[config.mk]
export PLATFORM = sky130hd
export DESIGN_NAME = regfile_wb_arbiter
export DESIGN_NICKNAME = d
export VERILOG_FILES = /design/src/rtl/regfile_wb_arbiter.sv
export SDC_FILE = /design/constraint.sdc
export NUM_CORES = 1
export LEC_CHECK = 0
export ABC_AREA = 1
export CAP_MARGIN = 20
export CELL_PAD_IN_SITES_DETAIL_PLACEMENT = 0
export CELL_PAD_IN_SITES_GLOBAL_PLACEMENT = 2
export CORE_MARGIN = 2
export CORE_UTILIZATION = 24
export DETAILED_ROUTE_END_ITERATION = 16
export PLACE_DENSITY_LB_ADDON = 0.08
export SLEW_MARGIN = 0
export SYNTH_ARGS = -nofsm -noshare
export SYNTH_HDL_FRONTEND = slang
export SYNTH_SLANG_ARGS = --single-unit
export TNS_END_PERCENT = 20
[constraint.sdc]
create_clock -name clk -period 3.41 [get_ports clk]
set_input_delay 0.341 -clock clk [delete_from_list [all_inputs] [get_ports clk]]
set_output_delay 0.341 -clock clk [all_outputs]
set_load 0.02 [all_outputs]
[src/rtl/regfile_wb_arbiter.sv]
// Write-back arbiter for a two-write-port register file: grants up to two
// requesters per cycle in round-robin order and can sweep the file to zero.
module regfile_wb_arbiter #(
   parameter int N_REQ      = 4,
   parameter int DATA_WIDTH = 32,
   parameter int ADDR_WIDTH = 6,
   parameter int SIZE       = 64
) (
   input  logic                          clk,
   input  logic                          rst,
   input  logic                          init_start,
   output logic                          init_busy,
   output logic                          init_done,
   input  logic [N_REQ-1:0]              req_valid,
   input  logic [N_REQ*ADDR_WIDTH-1:0]   req_addr,
   input  logic [N_REQ*DATA_WIDTH-1:0]   req_data,
   output logic [N_REQ-1:0]              req_ready,
   output logic                          write_En,
   output logic [ADDR_WIDTH-1:0]         write_Addr,
   output logic [DATA_WIDTH-1:0]         write_Data,
   output logic                          write_En_2,
   output logic [ADDR_WIDTH-1:0]         write_Addr_2,
   output logic [DATA_WIDTH-1:0]         write_Data_2,
   output logic                          o_dbg_state
);

   localparam int PW = (N_REQ > 1) ? $clog2(N_REQ) : 1;
   localparam int KW = (SIZE > 2) ? $clog2(SIZE / 2) : 1;

   typedef enum logic {ST_IDLE = 1'b0, ST_CLEAR = 1'b1} state_t;

   state_t                r_state;
   logic [PW-1:0]         r_p;
   logic [KW-1:0]         r_k;
   logic                  r_busy;
   logic                  r_done;
   logic                  r_en1;
   logic                  r_en2;
   logic [ADDR_WIDTH-1:0] r_addr1;
   logic [ADDR_WIDTH-1:0] r_addr2;
   logic [DATA_WIDTH-1:0] r_data1;
   logic [DATA_WIDTH-1:0] r_data2;

   logic [ADDR_WIDTH-1:0] w_addr [N_REQ];
   logic [DATA_WIDTH-1:0] w_data [N_REQ];
   logic                  w_arb_en;
   logic [PW:0]           w_sum;
   logic [PW-1:0]         w_idx;
   logic                  w_a_found;
   logic                  w_b_found;
   logic [PW-1:0]         w_a_idx;
   logic [PW-1:0]         w_b_idx;
   logic [ADDR_WIDTH-1:0] w_a_addr;
   logic [ADDR_WIDTH-1:0] w_b_addr;
   logic [DATA_WIDTH-1:0] w_a_data;
   logic [DATA_WIDTH-1:0] w_b_data;
   logic [N_REQ-1:0]      w_ready;

   for (genvar g = 0; g < N_REQ; g++) begin : g_unpack
      assign w_addr[g] = req_addr[g*ADDR_WIDTH +: ADDR_WIDTH];
      assign w_data[g] = req_data[g*DATA_WIDTH +: DATA_WIDTH];
   end

   function automatic logic [PW-1:0] f_next(input logic [PW-1:0] x);
      return (x == PW'(N_REQ - 1)) ? '0 : x + 1'b1;
   endfunction

   // Handshake: requester i transfers in a cycle where req_valid[i] and
   // req_ready[i] are both high; req_ready is a pure function of req_valid,
   // req_addr, the pointer and the state, so valid must never wait on ready.
   always_comb begin
      w_arb_en  = !rst && (r_state == ST_IDLE) && !init_start;
      w_sum     = '0;
      w_idx     = '0;
      w_a_found = 1'b0;
      w_b_found = 1'b0;
      w_a_idx   = '0;
      w_b_idx   = '0;
      w_a_addr  = '0;
      w_b_addr  = '0;
      w_a_data  = '0;
      w_b_data  = '0;
      w_ready   = '0;
      for (int i = 0; i < N_REQ; i++) begin
         w_sum = {1'b0, r_p} + (PW+1)'(i);
         if (w_sum >= (PW+1)'(N_REQ)) w_sum = w_sum - (PW+1)'(N_REQ);
         w_idx = w_sum[PW-1:0];
         if (w_arb_en && req_valid[w_idx]) begin
            if (!w_a_found) begin
               w_a_found = 1'b1;
               w_a_idx   = w_idx;
               w_a_addr  = w_addr[w_idx];
               w_a_data  = w_data[w_idx];
            end else if (!w_b_found && (w_addr[w_idx] != w_a_addr)) begin
               // same destination as A waits a cycle: no same-cycle WAW
               w_b_found = 1'b1;
               w_b_idx   = w_idx;
               w_b_addr  = w_addr[w_idx];
               w_b_data  = w_data[w_idx];
            end
         end
      end
      if (w_a_found) w_ready[w_a_idx] = 1'b1;
      if (w_b_found) w_ready[w_b_idx] = 1'b1;
   end

   always_ff @(posedge clk) begin
      if (rst) begin
         r_state <= ST_IDLE;
         r_p     <= '0;
         r_k     <= '0;
         r_busy  <= 1'b0;
         r_done  <= 1'b0;
         r_en1   <= 1'b0;
         r_en2   <= 1'b0;
         r_addr1 <= '0;
         r_addr2 <= '0;
         r_data1 <= '0;
         r_data2 <= '0;
      end else begin
         r_done <= 1'b0;
         case (r_state)
            ST_IDLE: begin
               // address 0 still takes its slot but the write is dropped
               r_en1 <= w_a_found && (w_a_addr != '0);
               r_en2 <= w_b_found && (w_b_addr != '0);
               if (w_a_found) begin
                  r_addr1 <= w_a_addr;
                  r_data1 <= w_a_data;
               end
               if (w_b_found) begin
                  r_addr2 <= w_b_addr;
                  r_data2 <= w_b_data;
               end
               if (w_b_found)      r_p <= f_next(w_b_idx);
               else if (w_a_found) r_p <= f_next(w_a_idx);
               if (init_start) begin
                  r_state <= ST_CLEAR;
                  r_k     <= '0;
                  r_busy  <= 1'b1;
               end
            end
            ST_CLEAR: begin
               r_en1   <= 1'b1;
               r_addr1 <= ADDR_WIDTH'({r_k, 1'b0});
               r_data1 <= '0;
               r_en2   <= 1'b1;
               r_addr2 <= ADDR_WIDTH'({r_k, 1'b1});
               r_data2 <= '0;
               r_k     <= r_k + 1'b1;
               if (r_k == KW'(SIZE / 2 - 1)) begin
                  r_state <= ST_IDLE;
                  r_busy  <= 1'b0;
                  r_done  <= 1'b1;
               end
            end
            default: r_state <= ST_IDLE;
         endcase
      end
   end

   assign req_ready    = w_ready;
   assign init_busy    = r_busy;
   assign init_done    = r_done;
   assign write_En     = r_en1;
   assign write_Addr   = r_addr1;
   assign write_Data   = r_data1;
   assign write_En_2   = r_en2;
   assign write_Addr_2 = r_addr2;
   assign write_Data_2 = r_data2;
   assign o_dbg_state  = r_state;

endmodule

==> flow_summary.toml <==
[logic_synthesis]
synth_edf_count = 0
synth-async-reset-ratio_pct = 0
synth_cells = 1707
synth_nets = 1877
synth_top_area_share_pct = 23.8
synth_commonest_cells = "586 x nand2_1, 339 x o21ai_0, 173 x inv_1, 105 x a21oi_1, 88 x dfxtp_1"
seq_area_frac_synth_pct = 19.0
yosysMostFrequentCell = "nand2_1"
synthTopCellsByArea = "nand2_1 24%, dfxtp_1 19%, o21ai_0 18%"
ys_types = 45
yosys_warnings = 0
avgSynthCellArea_um2 = 5.42
synth_ff_type = "dfxtp_1"
synth_area_leader_cell = "nand2_1"
yosys_register_bits = 88
netlist_area_um2 = 9250

[place]
dpl_cell_area_um2 = 13000
place_hpwl_um = 36600
dpl.cell_count = 2499
io_buffers = 243
gp_congestion = 0.823

[sta]
final_max_slew_viol_count = 0
finalCriticalPeriod_ns = 3.71
setup-tns-final_ns = -1.34
hold_violations = 0
fin_hold_ws_ns = 0.461
tightest_slew_ns = 1.11
period_share_pct = 109
finalClockSkew_ns = 0.0120
fmax_mhz = 269
slew_headroom_pct = 26.2
setup_viol = 6
rsz0062_at_grt = "true"
fin_ws_ns = -0.304

[power]
power.switching_mw = 4.04
p_clk_share_pct = 12.8
seqPwrFrac_pct = 15.2
ir_drop_v = 0.000308
power_density_nw_per_um2 = 542
p_comb_share_pct = 72.0
total_power_mw = 8.04
p_sw_share_pct = 50.3
p_leak_nw = 6.70
p_int_mw = 4.00

[status]
violations = "setup timing"
status = "complete, but fails checks"

[route]
wirelength_um = 48200
drc = 0
avgViaCountPerCell = 4.70
drt_pass1_iterations = 5
num_vias = 12300
ant_nets = 0
wl_per_cell_um = 18.5
drtIter0Drc = 820

[worst_hold_path]
worstHoldPathCells = 2
hold_path.class = "flip-flop to flip-flop"
hold_start = "write_Data[10]"
hold_end = "write_Data[10]"

[global_routing]
grt_pass1_wl_um = 70800
grt_max_degree = 107
first_global_vias = 11300
antenna_found_initial = 9
overflow = 0
grtUsageTotal_pct = 23.1

[cells_and_area]
stdcell_area_um2 = 14800
syn_to_final_growth_pct = 60.4
finalNonFillerCells = 2610
seq_area_um2 = 1770
final_nets = 2262
multi_input_area_um2 = 6730
drive_gt1_share_pct = 20.0
nFillCells = 4166

[worst_setup_path]
regToRegEndpoint = "write_En"
r2r_cells = 27
crit_fanout = 7
arrival_ns = 3.37
startpoint_type = "flip-flop"
end_kind = "output port"
rrSetupSlack_ns = -0.18
path_class = "flip-flop to output port"
cp_data_required_time_ns = 3.07
worstReg2RegStart = "r_p[0]"

[clock_network]
clock_latency_ns = 0.38
cts_buffers = 9
cts_sinks = 88
cts_tree = "done"
cts_root_buffer = "clkbuf_16"
clk_pin_slew_ns = 0.08
cts_max_path_buffers = 2
htree_levels = 3

[job]
drv_cap = 0

[floorplan]
num_rows = 71
dieArea_um2 = 40100
fp.dieH_um = 200
start_util_pct = 24.4
fp.coreArea_um2 = 37800
die_width_um = 200
pin_count = 244
## kinds of logic (layout without fill, tap and decap cells)
kind of cell / count (synthesis) / after routing / synth area share, %
xor+xnor: 1 / 1 / 0.0947
simple gates: 776 / 776 / 35.4
compound gates: 518 / 518 / 29.9
other cells: 0 / 2 / 0
mux: 2 / 2 / 0.216
fa+ha+maj: 11 / 11 / 1.49
flops: 88 / 88 / 19.0
buf+inv: 311 / 701 / 13.8
## worst max-delay path, stage by stage (launching register included)
cell,delay (ns)
dfxtp_4,0.36
buf_12,0.15
buf_8,0.13
buf_6,0.12
nand2_4,0.05
nand2_4,0.06
buf_6,0.12
nand2_4,0.05
nand2_4,0.08
nand2_8,0.11
nand3_4,0.12
buf_6,0.15
nand3_2,0.07
nand3_2,0.07
nand2_2,0.09
nor2_2,0.04
nand3_1,0.09
nand2_2,0.06
inv_2,0.07
nand2_4,0.07
nand2_4,0.07
nand2_4,0.06
o21ai_4,0.11
inv_2,0.07
buf_6,0.12
ha_4,0.14
a22o_1,0.20
buf_6,0.13
## worst max path at each step
stage | startpoint | to | slack [ns] | depth (start not counted)
floorplan | o_dbg_state | req_ready[0] | 0.15 | 21
global placement | init_start | req_ready[2] | -0.73 | 19
detailed placement | init_start | req_ready[2] | -0.80 | 19
CTS | r_p[0] | req_ready[0] | -0.33 | 24
global route | r_p[0] | req_ready[0] | -0.45 | 27
finish | r_p[0] | req_ready[0] | -0.30 | 27
## layout make-up
type | instances | area share (%)
Sequential cell | 88 | 11.9
Clock inverter | 6 | 0.320
Timing Repair Buffer | 496 | 31.6
Tap cell | 511 | 4.31
Clock buffer | 10 | 1.61
Inverter | 189 | 4.92
Multi-Input combinational cell | 1308 | 45.3
Antenna cell | 2 | 0.0337
## power groups by stage
stage | logic [mW] | clock network, mW | registers (mW)
final | 5.79 | 1.03 | 1.22
after global routing | 6.34 | 1.10 | 1.24
after CTS | 5.23 | 1.06 | 1.24
after detailed placement | 4.82 | 0 | 1.26
after global placement | 4.82 | 0 | 1.26
after floorplan | 2.65 | 0 | 1.35
## registers in the layout, indices dropped and copies added, names as in the netlist
name          cells
o_dbg_state       1
write_Data_2     32
write_Data       32
write_En_2        1
r_p               2
write_En          1
init_busy         1
r_k               5
write_Addr_2      6
write_Addr        6
init_done         1
## layer usage
layer | global-route usage, % | routed length [µm] | vias up
li1 | - | - | 6361
met1 | 35.5 | 25200 | 5515
met2 | 32.0 | 19100 | 337
met3 | 4.96 | 3010 | 47
met4 | 5.63 | 881 | 12
met5 | 0 | 74 | -
## metrics by stage
stage          util [%]  setup WS, ns
5_1_grt            39.2        -0.449
3_5_place_dp       34.4        -0.803
2_1_floorplan         -         0.154
3_3_place_gp       34.4        -0.730
4_1_cts            37.1        -0.335
6_report           39.2        -0.304
## layout by cell type (no fill, tap or decap), types with 3 or more instances in the layout
cell,count
nor2_1,45
ha_4,3
a22o_1,9
dfxtp_1,86
nand4_1,27
buf_4,202
o21ai_1,14
nand2_4,21
o21ai_0,326
or2_1,6
buf_12,11
o221ai_1,12
buf_8,4
inv_2,18
a31oi_1,3
o21ai_2,8
nand3_4,6
o211ai_1,15
nand2_1,545
nor2_2,8
nand3_1,41
inv_1,167
nand2_8,3
ha_1,8
nand3b_1,3
nand2_2,34
nor3_1,3
buf_6,35
nor2_4,11
nand3_2,16
clkdlybuf4s50_1,238
a211oi_1,9
or2_2,4
clkbuf_16,11
a21oi_1,103
inv_6,4
o22ai_1,7
## timing repair
item | 4_1_cts | 5_1_grt
setup buffers | 58 | 37
pin swaps | 38 | 65
cloned | 2 | 2
resized for setup | 76 | 129
endpoints found under the setup margin | 5 | 15
hold buffers | 0 | 0
No activity file was read; power rests on OpenSTA's default activity.
